[src/rtl/io_activity_conditioner_if.sv]
// Pad-side signal bundle for io_activity_conditioner: raw pushbuttons and monitored
// lines in, debounced levels/events and stretched LED indicators out.
interface io_activity_conditioner_if #(
  parameter int unsigned N_BTN = 4,
  parameter int unsigned N_ACT = 2
);
  logic [N_BTN-1:0] btn_raw_i;
  logic [N_BTN-1:0] btn_o;
  logic [N_BTN-1:0] btn_press_o;
  logic [N_BTN-1:0] btn_release_o;
  logic [N_ACT-1:0] act_i;
  logic [N_ACT-1:0] led_o;

  modport master (
    output btn_raw_i,
    output act_i,
    input  btn_o,
    input  btn_press_o,
    input  btn_release_o,
    input  led_o
  );

  modport slave (
    input  btn_raw_i,
    input  act_i,
    output btn_o,
    output btn_press_o,
    output btn_release_o,
    output led_o
  );
endinterface

[src/rtl/io_activity_conditioner.sv]
// Board I/O conditioning: debounces active-low pushbuttons into levels plus press/release
// pulses, and stretches UART line transitions into visible LED activity indicators.
module io_activity_conditioner #(
  parameter int unsigned N_BTN           = 4,
  parameter int unsigned N_ACT           = 2,
  parameter int unsigned DEBOUNCE_CYCLES = 240000,
  parameter int unsigned STRETCH_CYCLES  = 1200000
) (
  input logic                      clock,
  input logic                      rst_n,
  io_activity_conditioner_if.slave bus
);

  localparam int unsigned DbW = $clog2(DEBOUNCE_CYCLES);
  localparam int unsigned StW = $clog2(STRETCH_CYCLES + 1);

  localparam logic [DbW-1:0] DbLast = DbW'(DEBOUNCE_CYCLES - 1);
  localparam logic [StW-1:0] StLoad = StW'(STRETCH_CYCLES);

  // Synchronisers (preset to the idle pad level so reset release is event-free)
  logic [N_BTN-1:0] btn_sync1_q, btn_sync2_q;
  logic [N_ACT-1:0] act_sync1_q, act_sync2_q;

  // Debouncer state
  logic [N_BTN-1:0] btn_s;
  logic [N_BTN-1:0] btn_q, btn_d;
  logic [N_BTN-1:0] press_q, press_d;
  logic [N_BTN-1:0] release_q, release_d;
  logic [DbW-1:0]   db_cnt_q [N_BTN];
  logic [DbW-1:0]   db_cnt_d [N_BTN];

  // Stretcher state
  logic [N_ACT-1:0] act_prev_q;
  logic [N_ACT-1:0] act_edge;
  logic [N_ACT-1:0] led_q, led_d;
  logic [StW-1:0]   st_cnt_q [N_ACT];
  logic [StW-1:0]   st_cnt_d [N_ACT];

  assign btn_s    = ~btn_sync2_q;
  assign act_edge = act_sync2_q ^ act_prev_q;

  always_comb begin
    btn_d     = btn_q;
    press_d   = '0;
    release_d = '0;
    for (int i = 0; i < int'(N_BTN); i++) begin
      db_cnt_d[i] = db_cnt_q[i];
      if (btn_s[i] == btn_q[i]) begin
        db_cnt_d[i] = '0;
      end else if (db_cnt_q[i] == DbLast) begin
        btn_d[i]     = btn_s[i];
        db_cnt_d[i]  = '0;
        press_d[i]   = btn_s[i];
        release_d[i] = ~btn_s[i];
      end else begin
        db_cnt_d[i] = db_cnt_q[i] + DbW'(1);
      end
    end
  end

  always_comb begin
    led_d = '0;
    for (int i = 0; i < int'(N_ACT); i++) begin
      st_cnt_d[i] = st_cnt_q[i];
      if (act_edge[i]) begin
        st_cnt_d[i] = StLoad;
      end else if (st_cnt_q[i] != '0) begin
        st_cnt_d[i] = st_cnt_q[i] - StW'(1);
      end
      // Registered from the next count so the LED lights in the same cycle as the load
      led_d[i] = (st_cnt_d[i] != '0);
    end
  end

  always_ff @(posedge clock or negedge rst_n) begin
    if (!rst_n) begin
      btn_sync1_q <= '1;
      btn_sync2_q <= '1;
      btn_q       <= '0;
      press_q     <= '0;
      release_q   <= '0;
      for (int i = 0; i < int'(N_BTN); i++) begin
        db_cnt_q[i] <= '0;
      end
    end else begin
      btn_sync1_q <= bus.btn_raw_i;
      btn_sync2_q <= btn_sync1_q;
      btn_q       <= btn_d;
      press_q     <= press_d;
      release_q   <= release_d;
      for (int i = 0; i < int'(N_BTN); i++) begin
        db_cnt_q[i] <= db_cnt_d[i];
      end
    end
  end

  always_ff @(posedge clock or negedge rst_n) begin
    if (!rst_n) begin
      act_sync1_q <= '1;
      act_sync2_q <= '1;
      act_prev_q  <= '1;
      led_q       <= '0;
      for (int i = 0; i < int'(N_ACT); i++) begin
        st_cnt_q[i] <= '0;
      end
    end else begin
      act_sync1_q <= bus.act_i;
      act_sync2_q <= act_sync1_q;
      act_prev_q  <= act_sync2_q;
      led_q       <= led_d;
      for (int i = 0; i < int'(N_ACT); i++) begin
        st_cnt_q[i] <= st_cnt_d[i];
      end
    end
  end

  assign bus.btn_o         = btn_q;
  assign bus.btn_press_o   = press_q;
  assign bus.btn_release_o = release_q;
  assign bus.led_o         = led_q;

endmodule

[src/flat_wrapper.sv]
// flat-port wrapper written by rule: the top's interface ports become plain ports
module io_activity_conditioner_flat 
#(
  parameter int unsigned N_BTN           = 4,
  parameter int unsigned N_ACT           = 2,
  parameter int unsigned DEBOUNCE_CYCLES = 240000,
  parameter int unsigned STRETCH_CYCLES  = 1200000
)
  (clock, rst_n, bus_btn_raw_i, bus_act_i, bus_btn_o, bus_btn_press_o, bus_btn_release_o, bus_led_o);
  io_activity_conditioner_if #(.N_BTN(N_BTN), .N_ACT(N_ACT)) bus_i ();
  input logic clock;
  input logic rst_n;
  input wire logic [$bits(bus_i.btn_raw_i)-1:0] bus_btn_raw_i;
  input wire logic [$bits(bus_i.act_i)-1:0] bus_act_i;
  output wire logic [$bits(bus_i.btn_o)-1:0] bus_btn_o;
  output wire logic [$bits(bus_i.btn_press_o)-1:0] bus_btn_press_o;
  output wire logic [$bits(bus_i.btn_release_o)-1:0] bus_btn_release_o;
  output wire logic [$bits(bus_i.led_o)-1:0] bus_led_o;
  assign bus_i.btn_raw_i = bus_btn_raw_i;
  assign bus_i.act_i = bus_act_i;
  assign bus_btn_o = bus_i.btn_o;
  assign bus_btn_press_o = bus_i.btn_press_o;
  assign bus_btn_release_o = bus_i.btn_release_o;
  assign bus_led_o = bus_i.led_o;
  io_activity_conditioner #(.N_BTN(N_BTN), .N_ACT(N_ACT), .DEBOUNCE_CYCLES(DEBOUNCE_CYCLES), .STRETCH_CYCLES(STRETCH_CYCLES)) u_core (.clock(clock), .rst_n(rst_n), .bus(bus_i));
endmodule
[config.mk]
export PLATFORM = sky130hd
export DESIGN_NAME = io_activity_conditioner_flat
export DESIGN_NICKNAME = d
export VERILOG_FILES = /design/src/rtl/io_activity_conditioner_if.sv /design/src/rtl/io_activity_conditioner.sv /design/src/flat_wrapper.sv
export SDC_FILE = /design/constraint.sdc
export NUM_CORES = 1
export LEC_CHECK = 0
export CORE_MARGIN = 8
export CORE_UTILIZATION = 55
export DETAILED_ROUTE_END_ITERATION = 7
export PLACE_DENSITY = 0.86
export SETUP_SLACK_MARGIN = 0.5
export SKIP_LAST_GASP = 1
export SLEW_MARGIN = 30
export SYNTH_ARGS = -nofsm -noshare
export SYNTH_HDL_FRONTEND = slang
export SYNTH_SLANG_ARGS = --single-unit
[constraint.sdc]
create_clock -name clock -period 3.12 [get_ports clock]
set_clock_uncertainty 0.15 [all_clocks]
set_input_delay 0.624 -clock clock [delete_from_list [all_inputs] [get_ports clock]]
set_output_delay 0.624 -clock clock [all_outputs]
set_load 0.005 [all_outputs]
==> flow_summary.html, run 1 <==
<table>
<tr><th>Metric</th><th>Value</th></tr>
<tr><th colspan="2">Outcome</th></tr>
<tr><td>Status</td><td>completed</td></tr>
<tr><th colspan="2">STA</th></tr>
<tr><td>Unrepaired setup endpoints after global routing</td><td>yes</td></tr>
<tr><td>Count of endpoints failing setup in the final report</td><td>0</td></tr>
<tr><td>Min cycle time layout</td><td>around 3100 ps</td></tr>
<tr><td>Actual slew at the worst max-slew pin</td><td>approximately 720 ps</td></tr>
<tr><td>Fin. Hold Viols</td><td>0</td></tr>
<tr><td>Relative slew slack</td><td>51.6%</td></tr>
<tr><td>Count of final max-slew check failures</td><td>0</td></tr>
<tr><td>Final setup slack of the worst path</td><td>16.2 ps</td></tr>
<tr><td>Maximum clock frequency</td><td>322 MHz</td></tr>
<tr><td>Hold slack</td><td>roughly 0.54 ps</td></tr>
<tr><td>Share of the clock period used by the worst path</td><td>99.5%</td></tr>
<tr><th colspan="2">Synth</th></tr>
<tr><td>Dominant cell type by area after synthesis</td><td>sky130_fd_sc_hd__dfrtp_1</td></tr>
<tr><td>Synthesis Warnings</td><td>0</td></tr>
<tr><td>Sequential element share of the synthesized area</td><td>53.3%</td></tr>
<tr><td>Post-synth top cells</td><td>128 x sky130_fd_sc_hd__dfrtp_1, 109 x sky130_fd_sc_hd__nor2_1, 55 x sky130_fd_sc_hd__xor2_1</td></tr>
<tr><td>Top post-synthesis cells by area</td><td>sky130_fd_sc_hd__dfrtp_1 48%, sky130_fd_sc_hd__xor2_1 7.2%, sky130_fd_sc_hd__nor2_1 6.1%</td></tr>
<tr><td>Mean post-synth cell area</td><td>10.2 µm²</td></tr>
<tr><td>Netlist area before placement</td><td>between 6000 and 7000 µm²</td></tr>
<tr><td>Most common cell in the synthesized netlist</td><td>sky130_fd_sc_hd__dfrtp_1</td></tr>
<tr><td>Fraction of registers with async set/reset</td><td>between 90% and 100%</td></tr>
<tr><td>Top flip-flop cell by instance count after synthesis</td><td>sky130_fd_sc_hd__dfrtp_1</td></tr>
<tr><td>Number of synthesized flops with an enable pin</td><td>0</td></tr>
<tr><td>Syn_nets</td><td>671</td></tr>
<tr><td>#FFs+latches synth</td><td>142</td></tr>
<tr><td>Gate count of the mapped netlist</td><td>657</td></tr>
<tr><td>Distinct cell type count after synthesis</td><td>52</td></tr>
<tr><td>Area share of the leading cell type in the synthesized netlist</td><td>47.9%</td></tr>
<tr><th colspan="2">Route</th></tr>
<tr><td>Total length of routed wires</td><td>14400 µm</td></tr>
<tr><td>Number of routed nets with antenna violations</td><td>0</td></tr>
<tr><td>Vias post-DR</td><td>5111</td></tr>
<tr><td>Via/cell ratio</td><td>just under 6</td></tr>
<tr><td>1st-iter DRT viols</td><td>520</td></tr>
<tr><td>Final routed DRC violation total</td><td>0</td></tr>
<tr><td>Detailed-route wire length per cell</td><td>16.4 µm</td></tr>
<tr><td>Detailed Routing Iterations Pass 1</td><td>5</td></tr>
<tr><th colspan="2">CTS</th></tr>
<tr><td>Clock tree from TritonCTS</td><td>done</td></tr>
<tr><td>Clock Root Buffer</td><td>sky130_fd_sc_hd__clkbuf_16</td></tr>
<tr><td>Clock Latency Late Sink</td><td>around 430 ps</td></tr>
<tr><td>Largest buffer count on any clock path</td><td>2</td></tr>
<tr><td>Worst-path clk slew</td><td>60 ps</td></tr>
<tr><td>TritonCTS Buffers</td><td>17</td></tr>
<tr><td>CTS sink cnt</td><td>between 100 and 150</td></tr>
<tr><td>H-tree Lvls</td><td>4</td></tr>
<tr><td>Post-CTS Hold Buffers</td><td>0</td></tr>
<tr><th colspan="2">Finish</th></tr>
<tr><td>Synth-to-Final Area Change</td><td>20.9%</td></tr>
<tr><td>Fillers</td><td>792</td></tr>
<tr><td>Post-route standard cell area excluding fillers</td><td>approximately 8100 µm²</td></tr>
<tr><td>Layout cell share with drive strength beyond 1</td><td>17.4%</td></tr>
<tr><td>Final standard cell utilization of the core</td><td>67.6%</td></tr>
<tr><td>Count of nets after finishing</td><td>approximately 730</td></tr>
<tr><td>Total inserted antenna cells</td><td>0</td></tr>
<tr><th colspan="2">Worst setup path</th></tr>
<tr><td>Cells along the critical path</td><td>or4_4, nor3_4, and4_4, o211ai_2, or4_1, or4b_1, or4_1</td></tr>
<tr><td>Most numerous cell on the critical path</td><td>sky130_fd_sc_hd__or4_1</td></tr>
<tr><td>Kind of capture point of the worst setup path</td><td>register</td></tr>
<tr><td>Worst Path Class, Setup</td><td>register to register</td></tr>
<tr><td>Setup crit start kind</td><td>register</td></tr>
<tr><td>CP required</td><td>about 3300 ps</td></tr>
<tr><td>CP Max Fanout</td><td>3</td></tr>
<tr><td>Worst path arrival time</td><td>3250 ps</td></tr>
<tr><td>Largest stage delay on the critical path</td><td>roughly 570 ps</td></tr>
<tr><td>Critical path's slowest cell</td><td>sky130_fd_sc_hd__or4_4</td></tr>
<tr><th colspan="2">Global route</th></tr>
<tr><td>Combined global-route utilization of all metal layers</td><td>18.9%</td></tr>
<tr><td>Global-route wire length before repair</td><td>24300 µm</td></tr>
<tr><td>Via count of the first global-routing pass</td><td>5219</td></tr>
<tr><td>Pin count of the biggest net entering global routing</td><td>67</td></tr>
<tr><td>Gr ovfl total</td><td>0</td></tr>
<tr><td>Antenna violations before repair</td><td>0</td></tr>
<tr><th colspan="2">Placement</th></tr>
<tr><td>Sum of net half-perimeters after detailed placement</td><td>about 9000 µm</td></tr>
<tr><td>Number of buffers inserted by port buffering</td><td>21</td></tr>
<tr><td>Dpl ws</td><td>-58.0 ps</td></tr>
<tr><td>Weighted congestion reported at the end of routability-driven placement</td><td>0.871</td></tr>
<tr><td>Cell area after placement</td><td>roughly 7300 µm²</td></tr>
<tr><th colspan="2">Floorplan</th></tr>
<tr><td>Die Area</td><td>16000 µm²</td></tr>
<tr><td>Die Span Y</td><td>126 µm</td></tr>
<tr><td>Number of standard-cell rows in the floorplan</td><td>40</td></tr>
<tr><td>Core footprint</td><td>12000 µm²</td></tr>
<tr><td>Initial standard-cell utilization of the core</td><td>56.0%</td></tr>
<tr><td>Die outline width</td><td>~130 µm</td></tr>
<tr><td>I/O Pins</td><td>22</td></tr>
<tr><th colspan="2">Pwr</th></tr>
<tr><td>Leakage dissipation</td><td>3.27 nW</td></tr>
<tr><td>Maximum vdd ir drop</td><td>0.399 mV</td></tr>
<tr><td>Sum of internal, switching and leakage power</td><td>a little under 5 mW</td></tr>
<tr><td>Power density over cell area</td><td>598 nW/µm²</td></tr>
<tr><th colspan="2">Hold path</th></tr>
<tr><td>Class of the tightest hold or removal check</td><td>input pin to async pin</td></tr>
<tr><th colspan="2">Run</th></tr>
<tr><td>Max-cap violations</td><td>0</td></tr>
</table>
## path summary, 6_finish.rpt
kind,startpoint,end,slack (ps),cells after the start
worst max register to register,u_core.st_cnt_q[32],u_core.bus.led_o[0],20,7
max in group asynchronous,rst_n,u_core.btn_sync1_q[2],2050,2
worst max-delay path,u_core.st_cnt_q[32],u_core.bus.led_o[0],20,7
worst min register to register,u_core.act_sync1_q[1],u_core.act_sync2_q[1],210,0
min in group clock,u_core.act_sync1_q[1],u_core.act_sync2_q[1],210,0
worst min-delay path,rst_n,u_core.st_cnt_q[10],0.5,1
## cell families after synthesis
logic type / count (synthesis) / synth area share (%)
flip-flops: 142 / 53.3
adder cells (fa/ha/maj): 6 / 1.12
AND/OR/NAND/NOR: 324 / 25.5
AO/OA/AOI/OAI: 56 / 5.33
buffers and inverters: 34 / 2.06
XOR/XNOR: 87 / 11.5
multiplexers: 8 / 1.20
## power by group
group | total [mW] | switching (mW) | internal [mW] | leakage (nW)
clock network | 2.08 | 0.779 | 1.30 | 0.297
registers | 2.10 | 0.145 | 1.95 | 1.82
logic | 0.655 | 0.361 | 0.294 | 1.16
total | 4.83 | 1.29 | 3.55 | 3.27
## through the flow
stage | TNS (ps) | std cells
6_report | 0 | 878
5_1_grt | -87.4 | 878
4_1_cts | 0 | 875
3_5_place_dp | -58.0 | 836
3_3_place_gp | 0 | 836
2_1_floorplan | 0 | 657
## timing repair
| action | in CTS | in global routing |
|---|---|---|
| buffers inserted | 7 | 3 |
| cloned | 0 | 0 |
| pin swaps | 4 | 5 |
| setup endpoints to repair | 4 | 44 |
| resized for setup | 7 | 19 |
## cell type report
type	count	area (µm²)	share of cell area, %
clock buffer	20	457	5.64
multi-input combinational	481	3140	38.8
sequential	142	3570	44.2
clock inverter	12	159	1.96
inverter	17	63.8	0.789
tap	147	184	2.27
timing repair buffer	59	513	6.34
## placed cells by master, fill, tap and decap left out, types with 8 or more instances in the layout
cell type and instances:
sky130_fd_sc_hd__dfrtp_1 127, sky130_fd_sc_hd__nor2_1 108, sky130_fd_sc_hd__xor2_1 54, sky130_fd_sc_hd__nand2_1 51, sky130_fd_sc_hd__nand3_1 36, sky130_fd_sc_hd__buf_4 36
sky130_fd_sc_hd__xnor2_1 31, sky130_fd_sc_hd__nand4_1 20, sky130_fd_sc_hd__clkdlybuf4s50_1 20, sky130_fd_sc_hd__clkbuf_16 17, sky130_fd_sc_hd__inv_1 16, sky130_fd_sc_hd__or3_1 14
sky130_fd_sc_hd__a21oi_1 14, sky130_fd_sc_hd__dfstp_2 14, sky130_fd_sc_hd__o21ai_0 13, sky130_fd_sc_hd__nor3_1 13, sky130_fd_sc_hd__or4_1 10, sky130_fd_sc_hd__and3_1 10
sky130_fd_sc_hd__mux2i_1 8
## worst max-delay path, delay by kind of cell, from the launching register on
family | cells | cell delay, ps
simple gates | 6 | 2330
compound gates | 1 | 80
flops | 1 | 420
## flip-flops by register name, indices dropped and copies added, names as in the netlist
register and cells:
u_core.bus.led_o 2, u_core.act_prev_q 2, u_core.btn_sync1_q 4, u_core.bus.btn_o 4, u_core.act_sync1_q 2, u_core.act_sync2_q 2, u_core.bus.btn_release_o 4, u_core.bus.btn_press_o 4
u_core.db_cnt_q 72, u_core.btn_sync2_q 4, u_core.st_cnt_q 42
## per-layer routing
layer / vias to the layer above / share of wire [%] / global-route usage (%)
met2: 148 / 52 / 32.9
met4: 0 / 2.1 / 7.50
met3: 31 / 5.5 / 5.49
li1: 2415 / - / -
met1: 2517 / 41 / 21.3
met5: - / 0 / 0
(Power assumes the default switching activity.)
==> run 2, diff against run 1 <==
- GPL_ROUTABILITY_DRIVEN: unset -> 1
==> results of run 2 <==
The final DEF is identical to that of run 1; final timing and power are the same.
